`src/rtl/cb_config_loader.sv`:
```
// Assembles a CONF_WIDTH-bit connection-block word from a DW-bit stream, strobes cset, then forwards
// later words through a one-entry output register (1 cycle latency, din_ready drops while dout stalls).
module cb_config_loader #(
  parameter int CONF_WIDTH = 88,
  parameter int DW         = 8,
  localparam int NW        = (CONF_WIDTH + DW - 1) / DW,
  localparam int CW        = $clog2(NW + 1)
) (
  input  logic                  clk,
  input  logic                  rst,
  input  logic                  cfg_start,
  input  logic [DW-1:0]         din,
  input  logic                  din_valid,
  output logic                  din_ready,
  output logic [DW-1:0]         dout,
  output logic                  dout_valid,
  input  logic                  dout_ready,
  output logic                  start_out,
  output logic [CONF_WIDTH-1:0] c,
  output logic                  cset,
  output logic                  busy
);

  typedef enum logic [1:0] {S_IDLE, S_LOAD, S_COMMIT, S_PASS} state_t;

  state_t                state_q, state_d;
  logic [CW-1:0]         cnt_q, cnt_d;
  logic [CONF_WIDTH-1:0] c_q, c_d;
  logic [DW-1:0]         dout_q, dout_d;
  logic                  dout_valid_q, dout_valid_d;
  logic                  cset_q, cset_d;
  logic                  start_out_q, start_out_d;
  logic                  busy_q, busy_d;
  logic                  din_ready_w;
  logic                  in_xfer;

  // A restart pulse always wins: nothing is accepted in the cycle it is seen.
  always_comb begin
    din_ready_w = 1'b0;
    if (!cfg_start) begin
      case (state_q)
        S_LOAD:  din_ready_w = 1'b1;
        S_PASS:  din_ready_w = !dout_valid_q || dout_ready;
        default: din_ready_w = 1'b0;
      endcase
    end
  end

  assign in_xfer = din_valid && din_ready_w;

  always_comb begin
    state_d      = state_q;
    cnt_d        = cnt_q;
    c_d          = c_q;
    dout_d       = dout_q;
    dout_valid_d = dout_valid_q;
    cset_d       = 1'b0;
    start_out_d  = cfg_start;
    if (cfg_start) begin
      state_d      = S_LOAD;
      cnt_d        = '0;
      dout_valid_d = 1'b0;
    end else begin
      case (state_q)
        S_LOAD: begin
          if (in_xfer) begin
            // Bits of the last word that fall beyond CONF_WIDTH simply have no destination.
            for (int i = 0; i < CONF_WIDTH; i++) begin
              if ((i / DW) == int'(cnt_q)) c_d[i] = din[i % DW];
            end
            if (cnt_q == CW'(NW - 1)) begin
              state_d = S_COMMIT;
              cset_d  = 1'b1;
              cnt_d   = '0;
            end else begin
              cnt_d = cnt_q + 1'b1;
            end
          end
        end
        S_COMMIT: state_d = S_PASS;
        S_PASS: begin
          if (in_xfer) begin
            dout_d       = din;
            dout_valid_d = 1'b1;
          end else if (dout_ready) begin
            dout_valid_d = 1'b0;
          end
        end
        default: state_d = state_q;
      endcase
    end
    busy_d = (state_d == S_LOAD) || (state_d == S_COMMIT);
  end

  always_ff @(posedge clk or posedge rst) begin
    if (rst) begin
      state_q      <= S_IDLE;
      cnt_q        <= '0;
      c_q          <= '0;
      dout_q       <= '0;
      dout_valid_q <= 1'b0;
      cset_q       <= 1'b0;
      start_out_q  <= 1'b0;
      busy_q       <= 1'b0;
    end else begin
      state_q      <= state_d;
      cnt_q        <= cnt_d;
      c_q          <= c_d;
      dout_q       <= dout_d;
      dout_valid_q <= dout_valid_d;
      cset_q       <= cset_d;
      start_out_q  <= start_out_d;
      busy_q       <= busy_d;
    end
  end

  assign din_ready  = din_ready_w;
  assign dout       = dout_q;
  assign dout_valid = dout_valid_q;
  assign start_out  = start_out_q;
  assign c          = c_q;
  // A restart landing on the commit cycle cancels the strobe.
  assign cset       = cset_q && !cfg_start;
  assign busy       = busy_q;

endmodule

```
`config.mk`:
```
export PLATFORM = sky130hd
export DESIGN_NAME = cb_config_loader
export DESIGN_NICKNAME = d
export VERILOG_FILES = /design/src/rtl/cb_config_loader.sv
export SDC_FILE = /design/constraint.sdc
export NUM_CORES = 1
export LEC_CHECK = 0
export ABC_AREA = 1
export CAP_MARGIN = 30
export CORE_ASPECT_RATIO = 0.9
export CORE_UTILIZATION = 32
export CTS_CLUSTER_SIZE = 24
export DETAILED_ROUTE_END_ITERATION = 6
export MAX_ROUTING_LAYER = met4
export PLACE_DENSITY_LB_ADDON = 0.15
export SLEW_MARGIN = 20
export SYNTH_ARGS = -nofsm -noshare
export SYNTH_HDL_FRONTEND = slang
export SYNTH_SLANG_ARGS = --single-unit
```
`constraint.sdc`:
```
create_clock -name clk -period 9.8 [get_ports clk]
set_input_delay 1.47 -clock clk [delete_from_list [all_inputs] [get_ports clk]]
set_output_delay 1.47 -clock clk [all_outputs]
set_load 0.02 [all_outputs]
```
Yosys cells after proc, flatten, opt, wreduce, memory -nomap -nowiden
Index checks and enable logic that the tools add are counted.
W data, S select, Z words.

storage, ports and cells
  register bits after elaboration = 106
  output and inout bits = 101
  logic and storage cells = 79

operators by class
  $add $sub $neg = 1
  equality and inequality tests = 16
  multiplexer cells = 18
  bitwise operators = 1
  reductions and logical operators = 25

operators with widths
  operator               count
  $reduce_and A4 Y1      11
  $eq A4 B4 Y1 const A   7
  $mux W4                4
  $mux W1                9
  $eq A3 B4 Y1 const A   2
  $eq A2 B2 Y1 const B   3
  $mux W2                3
  $reduce_bool A2 Y1     3
  $add A4 B1 Y4 const B  1
  $eq A2 B1 Y1 const B   2
  $eq A2 B4 Y1 const A   1
  $eq A4 B4 Y1 const B   1
  $logic_not A4 Y1       1
  $pmux W2 S2            1
  $reduce_and A2 Y1      2
  $reduce_and A3 Y1      1
  $reduce_bool A3 Y1     1
  $logic_and A1 B1 Y1    2
  $logic_not A1 Y1       2
  $logic_or A1 B1 Y1     2
  $pmux W1 S2            1
  $not A1 Y1             1

Longest topological paths before layout
Gate-level depths: netlist of the first run.

  depth in word-level cells = 10
  depth in mapped cells = 11

Worst setup path before layout of the first run
OpenSTA, ideal clock, no wires.

  path type = input to output
  from = in cfg_start
  to = out din_ready
  data arrival time = 2.036 ns
  required time = 8.330 ns
  slack = 6.294 ns
  stages on the path = 2
  buffers on the path = 1
  cells stage by stage = buf_2 nor2_1

between the ends
  cells in the longest elaborated chain, start to end = 1

RTL lines
  element      RTL line  RTL
  from (decl)  11        input logic cfg_start,
  $mux W1      40        if (!cfg_start) begin
  to (decl)    14        output logic din_ready,

Every way passes these cells.

Final worst setup path of the first run
Same ends and word-level chain as after synthesis.

==> impl_metrics.tcl, run 1 <==
set metrics [dict create \
    outcome "finished clean" \
    nets 536 \
    critPathMostFrequentCell "clkdlybuf4s50_1" \
    r2r_start "state_q[1]" \
    hold_depth 2 \
    grt_use_total_pct 17.4 \
    place_congestion 0.799 \
    cp_slowest_cell "clkdlybuf4s50_1" \
    cp_max_fo 9 \
    maxCapViolations 0 \
    drt-total-wl_um 10500 \
    syn-cell-area_um2 4070 \
    via_per_inst 4.57 \
    setup_viol 0 \
    rsz0062_at_grt "no" \
    hold_class "reg -> reg" \
    ys_seq_area_share_pct 65.2 \
    drc 0 \
    wire_per_inst_um 15.4 \
    cts_resized 0 \
    cts_hold_buffers 0 \
    cts_tree "done" \
    p_leak_nw 2.50 \
    regArea_um2 2650 \
    yosys-top-cells-area "dfrtp_1, o21ai_0, nand2_1, inv_1, nand3_1" \
    start_util_pct 33.3 \
    hpwl_um 6950 \
    drive_above_1_share_pct 3.65 \
    firstDrtPassIters 4 \
    fillCellCount 1182 \
    r2r_cells 6 \
    ys_async_sr_fraction_pct 100 \
    netlist.top_cell.by_area "dfrtp_1" \
    finalSetupTns_ps 0 \
    cts_sinks 106 \
    clock.fmax_mhz 220 \
    syn_nets 432 \
    ys_ff_latch 106 \
    syn_to_final_growth_pct 37.0 \
    yosys-top-cells-count "nand2_1, dfrtp_1, o21ai_0, inv_1, nor2_1" \
    yosys.area.top_type_share_pct 65.2 \
    grt_pass1_wl_um 16400 \
    grt_pass1_vias 3031 \
    num_vias 3113 \
    synth.most_common_cell "nand2_1" \
    period_share_pct 46.3 \
    finClkSkew_ps 7.21 \
    netlist-cell-type-count 22 \
    antenna_found_initial 0 \
    synth-edff-count 0 \
    tightest_slew_ps 746 \
    die_x_um 121 \
    yosys_warnings 0 \
    synth_cells 416 \
    post-route-min-period_ps 4540 \
    overflow 0 \
    hold_start "c[46]" \
    finalWorstSetupSlack_ps 5260 \
    port_buffers 113 \
    worstPathRequired_ps 8330 \
    die_y_um 109 \
    worstSetupPathType "in -> out" \
    ant_nets 0 \
    diodes 0 \
    path_cells "clkdlybuf4s50_1 > nor2_1 > clkdlybuf4s50_1" \
    die-area_um2 13200 \
    end_kind "output pin" \
    post_cts_buffers 0 \
    cts_root_buf "clkbuf_16" \
    core_area_um2 12200 \
    crit_path_start "cfg_start" \
    power.density_nw_per_um2 233 \
    clk_pin_slew_ps 60 \
    clkLatencyLatePin_ps 340 \
    io_pins 114 \
    relSlewSlack_pct 50.2 \
    cp.arrival_ps 3070 \
    place_worst_setup_slack_ps 5270 \
    slew_viol_final 0 \
    worst_setup_path_start_kind "primary input" \
    synth_flop_cell "dfrtp_1" \
    max_stage_delay_ps 650 \
    report.final.hold_viol_count 0 \
    irDropWorstVdd_uv 104 \
    finalInstanceArea_um2 5570 \
    cts-htree-levels 3 \
    initialDrtViolationCount 171 \
    multi_input_area_um2 1210 \
    grt_max_degree 61 \
    numCtsBuffers 9 \
    avgSynthCellArea_um2 9.78 \
    num_rows 38 \
    place_area_um2 5310 \
    cts_buffer_depth 2 \
]
-- path summary, 6_finish.rpt --
kind | slack, ps | end
setup reg to reg | 7780 | c[11]
hold reg to reg | 480 | c[46]
hold / removal | 480 | c[46]
setup / recovery | 5260 | din_ready
min in group asynchronous | 1550 | c[44]
max in group asynchronous | 7080 | c[56]
-- logic make-up after synthesis --
kind of cell	synth area share, %
buf+inv	5.13
flops	65.2
fa+ha+maj	0.922
simple gates	15.5
compound gates	13.3
-- metal layers --
metal | part of all wire [%] | GRT usage (%) | routed length (µm) | vias up
li1 | - | - | - | 1543
met1 | 47 | 21.8 | 4880 | 1475
met2 | 47 | 27.6 | 4910 | 88
met3 | 5.8 | 5.70 | 607 | 7
met4 | 0.68 | 3.97 | 71 | 0
met5 | 0 | - | 0 | -
-- area by class of cell --
| cell class | count | area share, % |
|---|---|---|
| repair buffers | 114 | 20.4 |
| inverters | 29 | 2.00 |
| well taps | 160 | 3.59 |
| multi-input cells | 260 | 21.7 |
| clock inverters | 1 | 0.539 |
| flip-flops and latches | 106 | 47.6 |
| clock buffers | 11 | 4.18 |
-- cells in the final DEF (no fill, tap or decap), drive strengths merged, types with 3 or more instances in the layout --
cell type,n
inv,29
o21ai,100
clkbuf,11
dfrtp,106
clkdlybuf4s50,113
a21oi,3
nor3,3
nand2,118
nand3,12
ha,3
nor2,16
-- critical path: cells and delay by family --
kind | cells | cell delay, ps
buffers and inverters | 2 | 1270
and+or+nand+nor | 1 | 320
-- flip-flops by register name (all words and copies together), names as in the netlist --
register / flops
cset_q: 1
dout: 8
start_out: 1
state_q: 2
c: 88
cnt_q: 4
dout_valid: 1
busy: 1
-- per-stage QoR --
stage	instances	hold WS, ps	util (%)	total power [W]
floorplan	416	532	-	0.000785
global placement	669	466	43.5	0.000969
detailed placement	669	472	43.5	0.000978
CTS	681	488	45.6	0.00132
global route	681	501	45.6	0.00138
finish	681	483	45.6	0.00130
-- power breakdown --
group | total, W | switching, W | internal [W]
logic | 0.000402 | 0.000224 | 0.000178
registers | 0.000562 | 0.0000478 | 0.000514
clock network | 0.000335 | 0.000142 | 0.000193
No activity file was read; power rests on OpenSTA's default activity.
==> inputs of run 2 (changes only) <==
==> constraint.sdc (replaced) <==
create_clock -name clk -period 4.5 [get_ports clk]
set_input_delay 0.675 -clock clk [delete_from_list [all_inputs] [get_ports clk]]
set_output_delay 0.675 -clock clk [all_outputs]
set_load 0.02 [all_outputs]
==> impl_metrics.tcl, run 2 (synthesized netlist as in run 1, its figures left out) <==
set metrics [dict create \
    outcome "finished clean" \
    cp_max_fo 9 \
    syn_to_final_growth_pct 38.2 \
    overflow 0 \
    slew_viol_final 0 \
    via_per_inst 4.63 \
    ant_nets 0 \
    drive_above_1_share_pct 4.57 \
    relSlewSlack_pct 53.6 \
    diodes 0 \
    num_vias 3171 \
    wire_per_inst_um 15.2 \
    period_share_pct 64.9 \
    grt_pass1_vias 2923 \
    p_leak_nw 2.52 \
    grt_use_total_pct 17.3 \
    hpwl_um 6990 \
    cts_sinks 106 \
    grt_max_degree 57 \
    cp.arrival_ps 2250 \
    clkPwrFrac_pct 27.6 \
    numCtsBuffers 9 \
    path_cells "clkdlybuf4s50_1 > nor2_1 > clkdlybuf4s50_1" \
    dpl.cell_count 670 \
    clock.fmax_mhz 342 \
    crit_buf_inv 2 \
    finalSetupTns_ps 0 \
    antenna_found_initial 0 \
    p_int_w 0.00198 \
    power.density_nw_per_um2 516 \
    finalInstanceArea_um2 5620 \
    cts_tree "done" \
    clkLatencyLatePin_ps 340 \
    place_congestion 0.768 \
    critPathMostFrequentCell "clkdlybuf4s50_1" \
    max_stage_delay_ps 650 \
    die_y_um 109 \
    firstDrtPassIters 4 \
    power.share.switching_pct 31.7 \
    irDropWorstVdd_uv 252 \
    die_x_um 121 \
    tightest_slew_ps 695 \
    crit_family "buffers and inverters" \
    start_util_pct 33.3 \
    initialDrtViolationCount 182 \
    power_frac_comb_pct 30.3 \
    cts_resized 0 \
    worst_setup_path_start_kind "primary input" \
    drt-total-wl_um 10400 \
    cts-htree-levels 3 \
    clk_pin_slew_ps 60 \
    worstSetupPathType "in -> out" \
    post-route-min-period_ps 2920 \
    maxCapViolations 0 \
    grt_pass1_wl_um 16400 \
    cp_slowest_cell "clkdlybuf4s50_1" \
    cts_buffer_depth 2 \
    worstPathRequired_ps 3830 \
    port_buffers 113 \
    final_cell_mix "nand2_1, clkdlybuf4s50_1, dfrtp_1" \
    cts_root_buf "clkbuf_16" \
    place_area_um2 5320 \
    drc 0 \
    end_kind "output pin" \
    num_rows 38 \
    seqPwrFrac_pct 42.1 \
    layout_commonest_cell "nand2_1" \
    die-area_um2 13200 \
    post_cts_buffers 0 \
    power_switching_w 0.000921 \
    largest_reg_flops 88 \
    report.final.hold_viol_count 0 \
    nets 537 \
    finClkSkew_ps 4.62 \
    finalNonFillerCells 685 \
    hold_class "reg -> reg" \
    rsz0062_at_grt "no" \
    io_pins 114 \
    core_area_um2 12200 \
    cts_hold_buffers 0 \
    setup_viol 0 \
]
run 2: metal layers:
layer / part of all wire, % / global-route usage [%] / vias up
li1: - / - / 1550
met1: 47 / 22.7 / 1528
met2: 45 / 25.7 / 86
met3: 7.2 / 6.43 / 7
met4: 0.75 / 3.70 / 0
met5: 0 / - / -
run 2: power by group through the flow:
| stage | clock [W] | combinational (W) | sequential (W) |
|---|---|---|---|
| floorplan | 0 | 0.000296 | 0.00141 |
| global placement | 0 | 0.000880 | 0.00124 |
| detailed placement | 0 | 0.000889 | 0.00124 |
| CTS | 0.000827 | 0.000891 | 0.00123 |
| global route | 0.000864 | 0.000969 | 0.00124 |
| finish | 0.000802 | 0.000879 | 0.00122 |
run 2: cell type report:
class                      count  area (µm²)
sequential                   106        2650
clock inverter                 2        35.0
inverter                      29         111
tap                          160         200
timing repair buffer         115        1150
multi-input combinational    260        1210
fill                        1177        6600
clock buffer                  13         270
run 2: final timing paths:
check / start / end / slack, ps / cells past startpoint
worst max-delay path: cfg_start / din_ready / 1580 / 3
worst min-delay path: c[54] / c[54] / 480 / 2
worst max register to register: state_q[1] / c[68] / 2460 / 6
worst min register to register: c[54] / c[54] / 480 / 2
max in group asynchronous: rst / c[22] / 2830 / 3
min in group asynchronous: rst / c[44] / 800 / 2
run 2: metrics by stage:
step                setup slack (ps)  hold WS [ps]  util (%)  total power (W)
floorplan                       1040           532         -          0.00171
global placement                1600           467      43.5          0.00212
detailed placement              1570           472      43.5          0.00213
CTS                             1560           489      46.0          0.00294
global route                    1450           512      46.0          0.00307
finish                          1580           484      46.0          0.00290
run 2: tightest hold or removal path, stage by stage (launching register included):
cell and delay (ps):
dfrtp_1 340, nand2_1 50, o21ai_0 60
==> inputs of run 3 (changes only) <==
==> constraint.sdc (replaced) <==
create_clock -name clk -period 3 [get_ports clk]
set_input_delay 0.45 -clock clk [delete_from_list [all_inputs] [get_ports clk]]
set_output_delay 0.45 -clock clk [all_outputs]
set_load 0.02 [all_outputs]
==> impl_metrics.tcl, run 3 (synthesized netlist as in run 1, its figures left out) <==
set metrics [dict create \
    report.final.hold_viol_count 0 \
    cts-htree-levels 3 \
    cp_slowest_cell "clkdlybuf4s50_1" \
    grt_pass1_vias 3121 \
    diodes 0 \
    relSlewSlack_pct 53.4 \
    clkLatencyLatePin_ps 340 \
    grt_max_degree 47 \
    maxCapViolations 0 \
    regArea_um2 2650 \
    drive_above_1_share_pct 4.74 \
    cts_resized 0 \
    crit_family "buffers and inverters" \
    layout_commonest_cell "nand2_1" \
    finalInstanceArea_um2 5620 \
    io_pins 114 \
    worstSetupPathType "reg -> out" \
    hold_class "reg -> reg" \
    num_vias 3146 \
    finalNonFillerCells 687 \
    worst_setup_path_start_kind "register" \
    grt_pass1_wl_um 16900 \
    largest_reg_flops 88 \
    antenna_found_initial 0 \
    end_kind "output pin" \
    firstDrtPassIters 4 \
    crit_buf_inv 3 \
    fillCellCount 1199 \
    clk_pin_slew_ps 70 \
    cts_tree "done" \
    cp_max_fo 5 \
    period_share_pct 87.2 \
    total_power_w 0.00422 \
    die_y_um 109 \
    rsz0062_at_grt "no" \
    fin_util_pct 46.0 \
    nets 538 \
    p_leak_nw 2.51 \
    power.density_nw_per_um2 751 \
    slew_viol_final 0 \
    place_congestion 0.847 \
    worstPathRequired_ps 2550 \
    tightest_slew_ps 698 \
    ant_nets 0 \
    cts_hold_buffers 0 \
    overflow 0 \
    multi_input_area_um2 1210 \
    wire_per_inst_um 15.5 \
    via_per_inst 4.58 \
    final_cell_mix "nand2_1, clkdlybuf4s50_1, dfrtp_1" \
    syn_to_final_growth_pct 38.0 \
    outcome "finished clean" \
    numCtsBuffers 9 \
    core_area_um2 12200 \
    post-route-min-period_ps 2610 \
    die-area_um2 13200 \
    port_buffers 113 \
    start_util_pct 33.3 \
    drc 0 \
    hpwl_um 7040 \
    place_area_um2 5350 \
    max_stage_delay_ps 650 \
    path_cells "inv_1 > ha_1 > inv_1 > nand2_1 > nor2_1 > nor2_1 > clkdlybuf4s50_1" \
    post_cts_buffers 0 \
    dpl.cell_count 671 \
    cts_root_buf "clkbuf_16" \
    initialDrtViolationCount 179 \
    cts_buffer_depth 2 \
    num_rows 38 \
    setup_viol 0 \
    clock.fmax_mhz 382 \
    die_x_um 121 \
    cts_sinks 106 \
    finClkSkew_ps 5.71 \
    finalSetupTns_ps 0 \
    irDropWorstVdd_uv 415 \
    grt_use_total_pct 17.9 \
    cp.arrival_ps 2160 \
    drt-total-wl_um 10600 \
]
==> run 3: final timing paths <==
path	startpoint	to	slack (ps)	depth (start not counted)
min in group asynchronous	rst	c[65]	560	2
setup / recovery	state_q[1]	din_ready	390	7
hold reg to reg	c[36]	c[36]	480	2
max in group asynchronous	rst	state_q[1]	1770	3
hold / removal	c[36]	c[36]	480	2
setup reg to reg	state_q[1]	c[17]	970	6
==> run 3: cell type report <==
class / instances / area share, %
tap: 160 / 3.56
multi-input combinational: 260 / 21.5
sequential: 106 / 47.2
timing repair buffer: 116 / 21.0
clock inverter: 5 / 0.557
inverter: 29 / 2.00
clock buffer: 11 / 4.14
==> run 3: through the flow <==
stage | setup WS (ps) | hold slack [ps]
floorplan | 1110 | 481
global placement | 640 | 466
detailed placement | 607 | 472
CTS | 377 | 489
global route | 231 | 495
finish | 385 | 482
==> run 3: layer usage <==
layer / GRT usage, % / wire, µm / share of wire (%)
met1: 21.4 / 4700 / 44
met2: 28.7 / 4990 / 47
met3: 6.01 / 760 / 7.2
met4: 5.38 / 170 / 1.6
met5: - / 0 / 0
==> run 3: report_power, final <==
group	internal (W)	switching, W
clock network	0.000561	0.000500
logic	0.000589	0.000739
registers	0.00168	0.000153
==> run 3: worst min-delay path: cells and delay by family (launching register included) <==
kind | cells | cell delay, ps
compound gates | 1 | 50
flops | 1 | 340
simple gates | 1 | 50
